`config.mk`:
```
export PLATFORM = sky130hd
export DESIGN_NAME = phase2_seq
export DESIGN_NICKNAME = d
export VERILOG_FILES = /design/src/rtl/phase2_seq.sv
export SDC_FILE = /design/constraint.sdc
export NUM_CORES = 1
export LEC_CHECK = 0
export BUFFER_PORTS_ARGS = -buffer_cell sky130_fd_sc_hd__buf_2
export CELL_PAD_IN_SITES_DETAIL_PLACEMENT = 0
export CELL_PAD_IN_SITES_GLOBAL_PLACEMENT = 2
export CORE_MARGIN = 4
export CORE_UTILIZATION = 26
export DETAILED_ROUTE_END_ITERATION = 16
export GPL_TIMING_DRIVEN = 0
export PLACE_DENSITY = 0.89
export SYNTH_ARGS = -nofsm -noshare
export SYNTH_HDL_FRONTEND = slang
export SYNTH_SLANG_ARGS = --single-unit
export TNS_END_PERCENT = 5
```
`constraint.sdc`:
```
create_clock -name clk -period 2.7 [get_ports clk]
set_clock_uncertainty 0.15 [all_clocks]
set_input_delay 0.27 -clock clk [delete_from_list [all_inputs] [get_ports clk]]
set_output_delay 0.27 -clock clk [all_outputs]
set_load 0.02 [all_outputs]
```
`src/rtl/phase2_seq.sv`:
```
// phase2_seq: latches one h/y pair, fetches N columns in turn, drives phase2 and gathers N result bytes.
// Latency: N*(1+LAT) cycles from accepted start to the done pulse, plus one cycle per stalled FETCH cycle.
// Backpressure: col_req/col_idx hold until col_valid; start is ignored outside IDLE (not queued).
// Ports: clk/resetn (sync, active-low); start/abort run control; h_in/y_in operands latched on start;
//        col_req/col_idx/col_valid/col_data column fetch; p2_* drive and read one phase2 instance;
//        busy/done/grad_out/grad_valid run status and packed gradient (byte i = column i).
module phase2_seq #(
  parameter int DW    = 8,
  parameter int N     = 8,
  parameter int N_BIT = 3,
  parameter int LAT   = 2
) (
  input  logic              clk,
  input  logic              resetn,
  input  logic              start,
  input  logic              abort,
  input  logic [N*DW-1:0]   h_in,
  input  logic [N*DW-1:0]   y_in,
  output logic              col_req,
  output logic [N_BIT-1:0]  col_idx,
  input  logic              col_valid,
  input  logic [N*DW-1:0]   col_data,
  output logic              p2_enable,
  output logic [N*DW-1:0]   p2_x_col,
  output logic [N*DW-1:0]   p2_h,
  output logic [N*DW-1:0]   p2_y,
  input  logic [DW-1:0]     p2_g,
  output logic              busy,
  output logic              done,
  output logic [N*DW-1:0]   grad_out,
  output logic              grad_valid
);

  localparam int CW = (LAT > 1) ? $clog2(LAT) : 1;
  localparam logic [CW-1:0]    CNT_LAST = CW'(LAT - 1);
  localparam logic [N_BIT-1:0] IDX_LAST = N_BIT'(N - 1);

  typedef enum logic [1:0] {S_IDLE, S_FETCH, S_RUN, S_DONE} state_t;

  state_t           state, state_nxt;
  logic [N_BIT-1:0] idx;
  logic [CW-1:0]    cnt;
  logic             accept;
  logic             capture;
  logic             g_write;

  assign col_idx = idx;

  // Next state plus the one-cycle strobes that move data. abort outranks col_valid.
  always_comb begin
    state_nxt = state;
    accept    = 1'b0;
    capture   = 1'b0;
    g_write   = 1'b0;
    case (state)
      S_IDLE: begin
        if (start) begin
          accept    = 1'b1;
          state_nxt = S_FETCH;
        end
      end
      S_FETCH: begin
        if (abort) begin
          state_nxt = S_IDLE;
        end else if (col_valid) begin
          capture   = 1'b1;
          state_nxt = S_RUN;
        end
      end
      S_RUN: begin
        if (abort) begin
          state_nxt = S_IDLE;
        end else if (cnt == CNT_LAST) begin
          g_write   = 1'b1;
          state_nxt = (idx == IDX_LAST) ? S_DONE : S_FETCH;
        end
      end
      S_DONE: begin
        state_nxt = S_IDLE;
      end
      default: begin
        state_nxt = S_IDLE;
      end
    endcase
  end

  // Status outputs are registered from the next state so they line up with the state they describe.
  always_ff @(posedge clk) begin
    if (!resetn) begin
      state      <= S_IDLE;
      idx        <= '0;
      cnt        <= '0;
      busy       <= 1'b0;
      done       <= 1'b0;
      col_req    <= 1'b0;
      p2_enable  <= 1'b0;
      grad_valid <= 1'b0;
      p2_x_col   <= '0;
      p2_h       <= '0;
      p2_y       <= '0;
      grad_out   <= '0;
    end else begin
      state     <= state_nxt;
      busy      <= (state_nxt == S_FETCH) || (state_nxt == S_RUN);
      done      <= (state_nxt == S_DONE);
      col_req   <= (state_nxt == S_FETCH);
      p2_enable <= (state_nxt == S_RUN);

      if (accept) begin
        p2_h       <= h_in;
        p2_y       <= y_in;
        idx        <= '0;
        grad_out   <= '0;
        grad_valid <= 1'b0;
      end

      // cnt counts enabled cycles of the current column; restarted on every capture.
      if (capture) begin
        p2_x_col <= col_data;
        cnt      <= '0;
      end else if (state == S_RUN) begin
        cnt <= cnt + CW'(1);
      end

      if (g_write) begin
        for (int k = 0; k < N; k++) begin
          if (idx == N_BIT'(k)) begin
            grad_out[k*DW +: DW] <= p2_g;
          end
        end
        // idx stops at N-1 so it never wraps within a run.
        if (idx != IDX_LAST) begin
          idx <= idx + N_BIT'(1);
        end
      end

      if (state_nxt == S_DONE) begin
        grad_valid <= 1'b1;
      end
    end
  end

endmodule

```
Word-level counts from Yosys, hierarchy flattened
Cells that the tools add are included.
{ "totals": {"ff_bits": 267, "output_inout_bits": 264, "wordCells": 64} }
{ "op_classes": {"n_addsub": 2, "eq_ne": 14, "muxes": 30, "bitwise": 1, "reduce_logical": 5} }
{ "op_table": {"columns": ["op", "n"], "rows": [
  ["two-way mux 64 bit", 2],
  ["two-way mux 8 bit", 8],
  ["equality test 3 bit (second input constant)", 4],
  ["two-way mux 2 bit", 6],
  ["two-way mux 1 bit", 10],
  ["two-way mux 3 bit", 3],
  ["equality test 2 bit (second input constant)", 4],
  ["one-hot mux 2 bit (4 select lines)", 1],
  ["equality test 3 x 2 -> 1 bit (second input constant)", 2],
  ["equality test 2 x 1 -> 1 bit (second input constant)", 2],
  ["adder 3 x 1 -> 3 bit (second input constant)", 1],
  ["equality test 3 x 1 -> 1 bit (second input constant)", 1],
  ["logical NOT 3 bit", 1],
  ["inequality test 3 bit (second input constant)", 1],
  ["logical NOT 2 bit", 1],
  ["nonzero test 2 bit", 1],
  ["OR reduction 2 bit", 1],
  ["adder 1 bit (second input constant)", 1],
  ["logical OR 1 bit", 1],
  ["NOT 1 bit", 1]
]} }

Logic depth before layout (Yosys ltp)
Gate-level depths: netlist of the first run.
{ "logic_depth": {"word_depth": 7, "depth_mapped": 8, "depth_no_buf": 8} }

Worst setup path after synthesis of the first run
OpenSTA, ideal clock, no wires.
{ "synth_path": {"path_type": "register to register", "startpoint": "register idx[0], in the netlist col_idx[0]", "endpoint": "register grad_valid", "setup_ns": 0.116, "arrival_ns": 1.672, "t_required_ns": 2.434, "setup_slack_ns": 0.762, "path_stages_with_launch": 9, "path_buffers": 0, "path_cell_list": "dfxtp_1 -> ha_1 -> ha_1 -> nand2b_1 -> a21oi_1 -> nor2_1 -> ha_1 -> and2_1 -> a31o_1"} }
{ "synth_between": {"elab_chain_len": 7, "elab_cells_between_ends": 8, "classes_between": "eq/ne (2); mux (5); reduce/logical (1)"} }
{ "synth_rtl": {"columns": ["element", "line", "text"], "rows": [
  ["from (decl)", "41", "logic [N_BIT-1:0] idx;"],
  ["from (signal assigned)", "133", "idx <= idx + N_BIT'(1);"],
  ["equality test 3 bit (*)", "75", "state_nxt = (idx == IDX_LAST) ? S_DONE : S_FETCH;"],
  ["two-way mux 2 bit (*)", "75", null],
  ["two-way mux 2 bit (*)", "73", "end else if (cnt == CNT_LAST) begin"],
  ["two-way mux 2 bit (*)", "71", "if (abort) begin"],
  ["one-hot mux 2 bit (4 select lines) (*)", "55", "case (state)"],
  ["named net state_nxt[1]", "40", "state_t state, state_nxt;"],
  ["equality test 2 bit (*)", "137", "if (state_nxt == S_DONE) begin"],
  ["two-way mux 1 bit / nonzero test 2 bit (equally long branches)", null, null],
  ["to (signal assigned)", "97", "grad_valid <= 1'b0;"],
  ["to (signal assigned)", "114", "grad_valid <= 1'b0;"],
  ["to (signal assigned)", "138", "grad_valid <= 1'b1;"],
  ["to (decl)", "31", "output logic grad_valid"]
]} }
Mark *: on every way through the listed nets, which the timed path passes. The rest lies on a longest branch.
A chain may end at the register's enable or synchronous reset.

Final worst setup path of the first run
{ "layout_path": {"startpoint": "register state[0]", "endpoint": "register p2_y[20]"} }
{ "layout_between": {"elab_chain_len": 2} }
{ "layout_rtl": {"columns": ["element", "line", "text"], "rows": [
  ["from (decl)", "40", null],
  ["from (signal assigned)", "103", "state <= state_nxt;"],
  ["logical NOT 2 bit", "55", null],
  ["two-way mux 1 bit", "55", null],
  ["to (signal assigned)", "111", "p2_y <= y_in;"],
  ["to (decl)", "26", "output logic [N*DW-1:0] p2_y,"]
]} }
Every way passes these cells.

==> qor.txt, run 1 <==
Status: completed
Total of max-cap violations: 0
Tot GR Track Use: 18.0%
Synthesized Nets: 1366
DR iter-0 viols: 463
IO Count: 469
Crit path kind: register to register
PD cells: 586 nW/um2
Sequential power share: 44.2%
Die Span X: 206 um
Routed WL: 40700 um
Clock Power Share: 42.5%
Port buffer count: 467
Worst R2R Path Depth: 5
# diodes: 0
Tcrit/Tclk final: 89.3%
Drt drc: 0
Slew of the pin with the lowest slew margin: 837 ps
RR Startpoint: state[0]
Data required time at the worst endpoint: 3020 ps
CTS tree: yes
DPL Wire Length: 30600 um
Worst Path Arrival: 2740 ps
Setup bufs post-CTS: 0
Switch share: 25.5%
Routed vias: 10500
Maximum fanout along the worst path: 10
Main synth FF type: dfxtp_1
Routed Antenna Nets: 0
Non-Filler Instances: 2382
Startpoint Class: register
Cts repair resizes: 0
First-pass GRT wire length: 60800 um
Reg clk slew, reported paths: 60 ps
Crit path from: state[0]
Dpl cells: 2137
Full die area: 42400 um2
Gr ovfl total: 0
Hold path start: col_valid
Library cells used by synthesis: 33
Worst hold slack: 70.5 ps
TritonRoute pass-1 iters: 4
Reg2reg setup slack: 290 ps
Initial core utilization: 26.4%
Reg-to-Reg End: p2_y[20]
GP Congestion: 0.848
Leak pwr: 7.62 nW
Final worst setup slack: 288 ps
Multi-input gate area: 4340 um2
FF+latch count, synth: 267
Setup tns final: 0 ps
Hold Path Depth: 4
Register area share after synthesis: 52.5%
Vias in the first global route: 10600
Wirelength per Cell: 17.1 um
Syn Inst Count: 1152
Layout net count: 2059
Highest ir drop seen on vdd: 0.467 mV
Area of the mapped netlist: 10200 um2
Worst Hold Path EP: state[1]
Fillcell total: 3861
Area growth syn-to-layout: 57.7%
Hold Vio Cnt, Final: 0
Post-synth EDFFs: 0
CORE AREA: 38600 um2
Largest net degree at the start of global routing: 15
FF+latch area: 5350 um2
Core Rows: 72
Setup violators final: 0
Setup slack after placement: 222 ps
Sink Count: 267
Relative slew slack: 44.2%
Final Max Tran Viols: 0
Average via count per standard cell: 4.43
Cell Area, Placed: 13200 um2
CTS Buf Count: 31
CTS H-Tree Depth: 1
Final min period: 2410 ps
Clock latency at the later pin of the worst-skew pair: 550 ps
Die height: 206 um
Clock Root Buffer: clkbuf_16
Min-delay worst type: input port to register
Syn_area_per_cell: 8.84 um2
Critical Path End Type: register
Max Root-Sink Buffers: 3
Yosys warnings: 0
Initial antenna violation count: 2
Unrepaired setup endpoints after global routing: no
Fin area: 16100 um2
Hold_buf cts: 193
Share of cells above drive strength 1: 32.7%
Asr flop ratio synth: 0%
F_max: 0.415 GHz
Sw Pwr: 0.00240 W
Cell Int Power: 0.00701 W
Logic pwr share: 13.4%
stage by stage:
step                      power, W  utilization [%]
after floorplan            0.00480                -
after global placement     0.00528             34.1
after detailed placement   0.00529             34.1
after CTS                  0.00957             41.6
after global routing       0.00985             41.6
final                      0.00941             41.6
cell type report:
class | count | area share, %
plain buffers | 104 | 3.02
clock buffers | 47 | 5.64
clock inverters | 5 | 0.327
inverters | 4 | 0.0935
multi-input cells | 777 | 27.0
flip-flops and latches | 267 | 33.3
well taps | 518 | 4.04
repair buffers | 660 | 26.6
Yosys cell counts (2+ instances only):
library cell / count / area [um2]
mux2i_1: 3 / 30.0
ha_1: 9 / 113
buf_2: 39 / 195
and2_1: 13 / 81.3
mux2_2: 48 / 541
and4bb_1: 2 / 25.0
buf_1: 14 / 52.6
nand2b_1: 2 / 12.5
nor2b_1: 4 / 25.0
nand4_1: 2 / 12.5
buf_6: 6 / 67.6
nand2_1: 322 / 1210
dfxtp_1: 267 / 5350
nor3b_1: 3 / 22.5
clkbuf_1: 45 / 169
nand3_1: 99 / 495
inv_1: 3 / 11.3
and3_1: 48 / 300
o21ai_1: 60 / 300
nand3_2: 4 / 40.0
o21ai_0: 20 / 100
a21boi_1: 128 / 961
worst max-delay path: stages, from the launching register on:
cell      delay, ps
dfxtp_1         350
nor3b_1         670
clkbuf_1        580
buf_2           360
nand2_1          90
a21boi_1        130
worst max path at each step:
stage,slack [ps],endpoint,depth (start not counted)
5_1_grt,90,p2_y[20],5
3_5_place_dp,220,p2_y[15],5
4_1_cts,190,p2_y[15],5
6_report,290,p2_y[20],5
2_1_floorplan,760,grad_valid,8
3_3_place_gp,270,p2_y[15],5
power groups by stage:
stage	logic (W)	clock network [W]	registers, W
after global routing	0.00138	0.00430	0.00417
after detailed placement	0.00105	0	0.00424
after CTS	0.00127	0.00414	0.00416
after global placement	0.00104	0	0.00424
after floorplan	0.000384	0	0.00441
final	0.00126	0.00400	0.00416
sequential cells by signal (all words and copies together), names as in the netlist:
name        count
grad_out       64
p2_h           64
p2_x_col       64
p2_y           64
col_idx         3
state           2
busy            1
cnt             1
col_req         1
done            1
grad_valid      1
p2_enable       1
metal layers:
| metal | wire length, um | GRT usage (%) |
|---|---|---|
| met2 | 20100 | 32.9 |
| met5 | 22 | 0 |
| met3 | 3850 | 6.12 |
| met4 | 860 | 4.28 |
| met1 | 15900 | 20.2 |
placed cells by master (no fill, tap or decap), types with 2 or more instances in the layout:
cell type,netlist,layout
a21boi_1,128,128
and2_1,13,13
and3_1,48,48
and4bb_1,2,2
buf_1,14,14
buf_2,39,506
buf_6,6,6
clkbuf_1,45,54
clkbuf_16,0,31
clkbuf_8,0,7
clkinv_2,0,3
dfxtp_1,267,267
dlygate4sd3_1,0,193
ha_1,9,9
inv_1,3,3
mux2_2,48,48
mux2i_1,3,3
nand2_1,322,322
nand2b_1,2,2
nand3_1,99,99
nand3_2,4,4
nand4_1,2,2
nor2b_1,4,4
nor3b_1,3,3
o21ai_0,20,20
o21ai_1,60,60
cell families after synthesis:
kind of cell,count (synthesis),share of synthesized area (%)
compound gates,210,13.5
xor+xnor,1,0.0860
fa+ha+maj,9,1.11
buf+inv,108,4.90
flops,267,52.5
mux,51,5.60
simple gates,506,22.3
No activity file was read; power rests on OpenSTA's default activity.
==> run 2: changes to the inputs <==
Settings changed: ABC_AREA set to 1, CORE_UTILIZATION 26 to 25, PLACE_DENSITY 0.89 to 0.9.
==> run 2 against run 1 <==
Against the previous run:
- critical path depth unchanged
- via count up 10%
- register-to-register slack better by 330 ps
- synthesized cell count up 22%
- worst hold slack lost 16 ps
- die area rose by 5.7%
- combinational power rose by 21%
- area after synthesis grew 1.8%
- flip-flop and latch count is the same
- non-clock buffer count grew 4
- largest power group unchanged
- highest routed layer unchanged
==> qor.txt, run 2 <==
Synthesized Nets: 1616 (was 1366)
Status: completed (unchanged)
Core Rows: 74 (was 72)
DR iter-0 viols: 489 (was 463)
Crit path kind: register to register (unchanged)
Maximum fanout along the worst path: 10 (unchanged)
CORE AREA: 40900 um2 (was 38600 um2)
Synth top cells by count: 476 x nor2_1, 267 x dfxtp_1, 216 x nand2_1 (was 322 x nand2_1, 267 x dfxtp_1, 128 x a21boi_1)
Asr flop ratio synth: 0% (unchanged)
Library cells used by synthesis: 22 (was 33)
Leading cell type in the layout, fill and taps excluded: buf_2 (unchanged)
PD cells: 605 nW/um2 (was 586 nW/um2)
Commonest non-fill, non-tap cells in the layout: 490 x buf_2, 476 x nor2_1, 267 x dfxtp_1 (was 506 x buf_2, 322 x nand2_1, 267 x dfxtp_1)
Initial core utilization: 25.3% (was 26.4%)
Setup violators final: 0 (unchanged)
Layout net count: 2327 (was 2059)
Unrepaired setup endpoints after global routing: no (unchanged)
Setup slack after placement: 462 ps (was 222 ps)
F_max: 0.480 GHz (was 0.415 GHz)
Vias in the first global route: 11500 (was 10600)
IO Count: 469 (unchanged)
Routed WL: 42500 um (was 40700 um)
Port buffer count: 467 (unchanged)
FF+latch count, synth: 267 (unchanged)
Area growth syn-to-layout: 58.8% (was 57.7%)
Min-delay worst type: input port to register (unchanged)
Die Span X: 212 um (was 206 um)
Tcrit/Tclk final: 77.2% (was 89.3%)
Routed vias: 11600 (was 10500)
Drt drc: 0 (unchanged)
Sequential power share: 42.6% (was 44.2%)
CTS Buf Count: 34 (was 31)
Main synth FF type: dfxtp_1 (unchanged)
FF+latch area: 5350 um2 (unchanged)
DPL Wire Length: 31400 um (was 30600 um)
Most common cell in the netlist: nor2_1 (was nand2_1)
Critical Path End Type: register (unchanged)
Die height: 212 um (was 206 um)
Startpoint Class: register (unchanged)
CTS H-Tree Depth: 2 (was 1)
Total of max-cap violations: 0 (unchanged)
Cell Int Power: 0.00723 W (was 0.00701 W)
Hold Vio Cnt, Final: 0 (unchanged)
Largest net degree at the start of global routing: 13 (was 15)
Routed Antenna Nets: 0 (unchanged)
Tot GR Track Use: 18.0% (about the same)
Area of the mapped netlist: 10400 um2 (was 10200 um2)
Yosys warnings: 0 (unchanged)
Max Root-Sink Buffers: 3 (unchanged)
Initial antenna violation count: 2 (unchanged)
Gr ovfl total: 0 (unchanged)
Leak pwr: 8.23 nW (was 7.62 nW)
Worst Path Arrival: 2350 ps (was 2740 ps)
GP Congestion: 0.872 (was 0.848)
Sink Count: 267 (unchanged)
Data required time at the worst endpoint: 2960 ps (was 3020 ps)
Area contributors post-synth: dfxtp_1 52%, nor2_1 17%, o21ai_0 8.9% (was dfxtp_1 52%, nand2_1 12%, a21boi_1 9.4%)
Cell taking the most area after synthesis: dfxtp_1 (unchanged)
Final worst setup slack: 617 ps (was 288 ps)
Logic pwr share: 15.4% (was 13.4%)
Switch share: 27.4% (was 25.5%)
TritonRoute pass-1 iters: 5 (was 4)
Reg clk slew, reported paths: 60 ps (about the same)
Clock Power Share: 42.1% (was 42.5%)
Clock Root Buffer: clkbuf_16 (unchanged)
Final Max Tran Viols: 0 (unchanged)
Post-synth EDFFs: 0 (unchanged)
First-pass GRT wire length: 64200 um (was 60800 um)
Share of cells above drive strength 1: 27.7% (was 32.7%)
CTS tree: yes (unchanged)
Fillcell total: 4230 (was 3861)
Final min period: 2080 ps (was 2410 ps)
Multi-input gate area: 4130 um2 (was 4340 um2)
Wirelength per Cell: 16.0 um (was 17.1 um)
Full die area: 44800 um2 (was 42400 um2)
Clock latency at the later pin of the worst-skew pair: 510 ps (was 550 ps)
Setup tns final: 0 ps (unchanged)
Synth top area share: 51.6% (was 52.5%)
Highest ir drop seen on vdd: 0.304 mV (was 0.467 mV)
Average via count per standard cell: 4.37 (was 4.43)
Syn_area_per_cell: 7.40 um2 (was 8.84 um2)
Sw Pwr: 0.00272 W (was 0.00240 W)
Relative slew slack: 42.7% (was 44.2%)
Register area share after synthesis: 51.6% (was 52.5%)
Syn Inst Count: 1402 (was 1152)
Slew of the pin with the lowest slew margin: 859 ps (was 837 ps)
[run 2: routing by layer]
layer,up-vias,global-route usage (%),part of all wire [%]
met4,2,6.02,2.6
met1,5295,21.5,41
met3,78,4.10,7.3
met2,427,31.9,49
met5,-,0,0.031
li1,5833,-,-
[run 2: path summary, 6_finish.rpt]
| path | from | end | slack [ps] | depth (start not counted) |
|---|---|---|---|---|
| setup / recovery | state[0] | p2_x_col[19] | 620 | 5 |
| hold / removal | resetn | p2_x_col[2] | 50 | 3 |
| setup reg to reg | state[0] | p2_x_col[19] | 620 | 5 |
| hold reg to reg | p2_h[55] | p2_h[55] | 320 | 2 |
[run 2: layout make-up]
type	instances	share of cell area (%)
Antenna cell	1	0.0152
Buffer	93	3.57
Clock buffer	45	5.73
Clock inverter	10	0.380
Inverter	81	1.85
Multi-Input combinational cell	961	25.1
Sequential cell	267	32.5
Tap cell	532	4.04
Timing Repair Buffer	675	26.8
[run 2: critical path, cell delays in order (launching register included)]
cell and delay [ps]:
dfxtp_1 490, nand3_2 200, clkbuf_1 260, o21ai_0 240
dlygate4sd3_1 590, nor2_1 50
[run 2: timing repair]
action / CTS / global route
setup endpoints to repair: 0 / 0
gates resized for setup: 0 / 0
buffers inserted: 0 / 0
hold buffers: 208 / 0
hold endpoints to repair: 209 / 0
[run 2: cells by family after synthesis]
logic type	share of synthesized area [%]
and+or+nand+nor	29.4
DFF	51.6
AOI/OAI and AO/OA	9.27
buffers and inverters	8.60
adders and majority gates	1.09
xor gates and xnor gates	0.0845
[run 2: power by group through the flow]
stage	Combinational, W	Sequential (W)	Clock (W)
after floorplan	0.000487	0.00455	0
after global placement	0.00128	0.00431	0
after detailed placement	0.00129	0.00432	0
after CTS	0.00154	0.00423	0.00432
after global routing	0.00167	0.00426	0.00449
final	0.00153	0.00424	0.00419
[run 2: through the flow]
step                      hold WS [ps]  cell area (um2)  utilization [%]  std cells  power (W)
after CTS                         1.62            16500             40.2       2664     0.0101
after floorplan                    255            10400                -       1402    0.00504
final                             54.1            16500             40.2       2665    0.00996
after detailed placement           314            13400             32.7       2401    0.00561
after global routing              47.5            16500             40.2       2664     0.0104
after global placement             308            13400             32.7       2401    0.00559
==> run 3: changes to the inputs <==
Settings changed: ABC_AREA 1 to 0, CORE_UTILIZATION 25 to 23, PLACE_DENSITY 0.9 to 0.84.
Clock period 2.7 ns to 1.8 ns, I/O delays scaled along.
==> run 3 against run 2 <==
Against the previous run:
- the run now ends with negative setup slack left
- non-clock buffer count rose by 1
- utilization shrank 2.6 points
- first-iteration DRC count shrank 5.9%
- largest cell class unchanged
- clock-buffer cell count rose by 2
- combinational power increased by 28%
- worst setup slack got worse by 620 ps
- sequential power is 47% higher
- sequential share of layout area rose by 0.32 points
- register-to-register slack lost 620 ps
- critical path depth increased by 1
- cell count is 7.8% lower
- cell area is 0.73% lower
==> qor.txt, run 3 (same netlist as run 1, synthesis figures left out) <==
Wirelength per Cell: 17.2 um (was 16.0 um)
Commonest non-fill, non-tap cells in the layout: 492 x buf_2, 322 x nand2_1, 262 x dfxtp_1 (was 490 x buf_2, 476 x nor2_1, 267 x dfxtp_1)
Setup violators final: 5 (was 0)
Reg clk slew, reported paths: 60 ps (about the same)
Non-Filler Instances: 2457 (was 2665)
CTS H-Tree Depth: 1 (was 2)
CP top delay family: buffers and inverters (unchanged)
Crit-path slowest cell: dlygate4sd3_1 (unchanged)
Area growth syn-to-layout: 60.5% (was 58.8%)
Data required time at the worst endpoint: 2100 ps (was 2960 ps)
Initial antenna violation count: 1 (was 2)
CTS Buf Count: 31 (was 34)
Worst hold slack: 83.6 ps (was 54.1 ps)
Vias in the first global route: 11000 (was 11500)
DPL Wire Length: 31900 um (was 31400 um)
Crit path kind: input port to register (was register to register)
Failing checks: negative setup slack
GP Congestion: 0.828 (was 0.872)
Port buffer count: 467 (unchanged)
Dpl cells: 2204 (was 2401)
Startpoint Class: input port (was register)
DR iter-0 viols: 460 (was 489)
Setup slack after placement: -990 ps (was 462 ps)
Tot GR Track Use: 16.8% (was 18.0%)
Crit path largest cell delay: 540 ps (was 590 ps)
Worst Path Arrival: 2110 ps (was 2350 ps)
CP cell instances: dlygate4sd3_1 > buf_2 > and4bb_4 > buf_6 > nand3_2 > mux2_2 (was nand3_2 > clkbuf_1 > o21ai_0 > dlygate4sd3_1 > nor2_1)
Routed Antenna Nets: 0 (unchanged)
Buf/Inv on CP: 3 (was 2)
TritonRoute pass-1 iters: 5 (unchanged)
Status: finished with violations (was completed)
CTS tree: yes (unchanged)
Slew of the pin with the lowest slew margin: 600 ps (was 859 ps)
Die Span X: 218 um (was 212 um)
Routed WL: 42300 um (was 42500 um)
Final Max Tran Viols: 0 (unchanged)
Relative slew slack: 60.0% (was 42.7%)
Initial core utilization: 23.4% (was 25.3%)
Clock latency at the later pin of the worst-skew pair: 580 ps (was 510 ps)
CORE AREA: 43500 um2 (was 40900 um2)
PD cells: 865 nW/um2 (was 605 nW/um2)
Total of max-cap violations: 0 (unchanged)
F_max: 0.554 GHz
Highest ir drop seen on vdd: 0.569 mV (was 0.304 mV)
Routed vias: 10600 (was 11600)
Hold Vio Cnt, Final: 0 (unchanged)
Tcrit/Tclk final: 100%
Layout net count: 2064 (was 2327)
Full die area: 47700 um2 (was 44800 um2)
# diodes: 0 (was 1)
Die height: 218 um (was 212 um)
Final min period: 1810 ps
First-pass GRT wire length: 63300 um (was 64200 um)
Critical Path End Type: register (unchanged)
Leading cell type in the layout, fill and taps excluded: buf_2 (unchanged)
Min-delay worst type: input port to register (unchanged)
Clock Root Buffer: clkbuf_16 (unchanged)
Core Rows: 76 (was 74)
Unrepaired setup endpoints after global routing: yes (was no)
IO Count: 469 (unchanged)
Sink Count: 267 (unchanged)
Average via count per standard cell: 4.32 (was 4.37)
Final worst setup slack: -6.19 ps (was 617 ps)
Maximum fanout along the worst path: 10 (unchanged)
Leak pwr: 7.70 nW (was 8.23 nW)
Setup tns final: -16.4 ps (was 0 ps)
Largest net degree at the start of global routing: 16 (was 13)
Final Util: 37.6% (was 40.2%)
Drt drc: 0 (unchanged)
Max Root-Sink Buffers: 3 (unchanged)
Gr ovfl total: 0 (unchanged)
Share of cells above drive strength 1: 34.2% (was 27.7%)
## run 3: cell types whose count changed in the layout (fill, tap and decap cells not counted), sizes merged, moves of 9 or more
cell,change
nand3,+90
mux2,+48
inv,-76
dlygate4sd3,-14
nand4,-46
and3,+48
nor2,-480
a21boi,+128
o21ai,-112
nand2,+105
buf,+9
and2,+13
## run 3: final cells by class
type                       count  area, um2
fill                        4530      27100
sequential                   267       5360
multi-input combinational    777       4410
timing repair buffer         669       4340
clock buffer                  47        896
tap                          585        732
buffer                       100        533
clock inverter                 8       57.6
inverter                       4       15.0
## run 3: what timing repair did
action | 4_1_cts | 5_1_grt
setup buffers | 5 | 3
resized for setup | 30 | 19
pin swaps | 6 | 2
endpoints found under the setup margin | 240 | 210
hold buffers | 194 | 0
endpoints found under the hold margin | 195 | 0
## run 3: worst reg2reg max path, cell delays in order (launching register included)
cell and delay (ps):
dfxtp_4 370, and4bb_4 370, buf_6 180, nand3_2 250, mux2_2 360
## run 3: metrics by stage
step           power, W  cell area [um2]
6_report         0.0141            16300
3_5_place_dp    0.00797            13300
5_1_grt          0.0148            16300
3_3_place_gp    0.00795            13300
4_1_cts          0.0144            16300
2_1_floorplan   0.00720            10200
## run 3: metal layers
metal  vias to the layer above  routed length, um  global-route usage [%]
li1                       5246                  -                       -
met5                         -                  7                       0
met2                       370              20600                    30.2
met1                      4924              16800                    18.9
met4                         2               1210                    4.30
met3                        61               3750                    5.84
## run 3: worst paths after layout
kind / start / to / slack, ps / cells after the start
worst max-delay path: abort / grad_out[50] / -6 / 6
worst min-delay path: start / p2_h[63] / 80 / 5
worst max register to register: state[0] / grad_out[50] / 0 / 4
worst min register to register: p2_x_col[52] / p2_x_col[52] / 290 / 2
## run 3: power by group
| group | leakage, nW | internal (W) | total (W) | switching [W] |
|---|---|---|---|---|
| clock | 0.466 | 0.00341 | 0.00594 | 0.00253 |
| combinational | 5.06 | 0.000866 | 0.00196 | 0.00109 |
| sequential | 2.18 | 0.00613 | 0.00624 | 0.000112 |
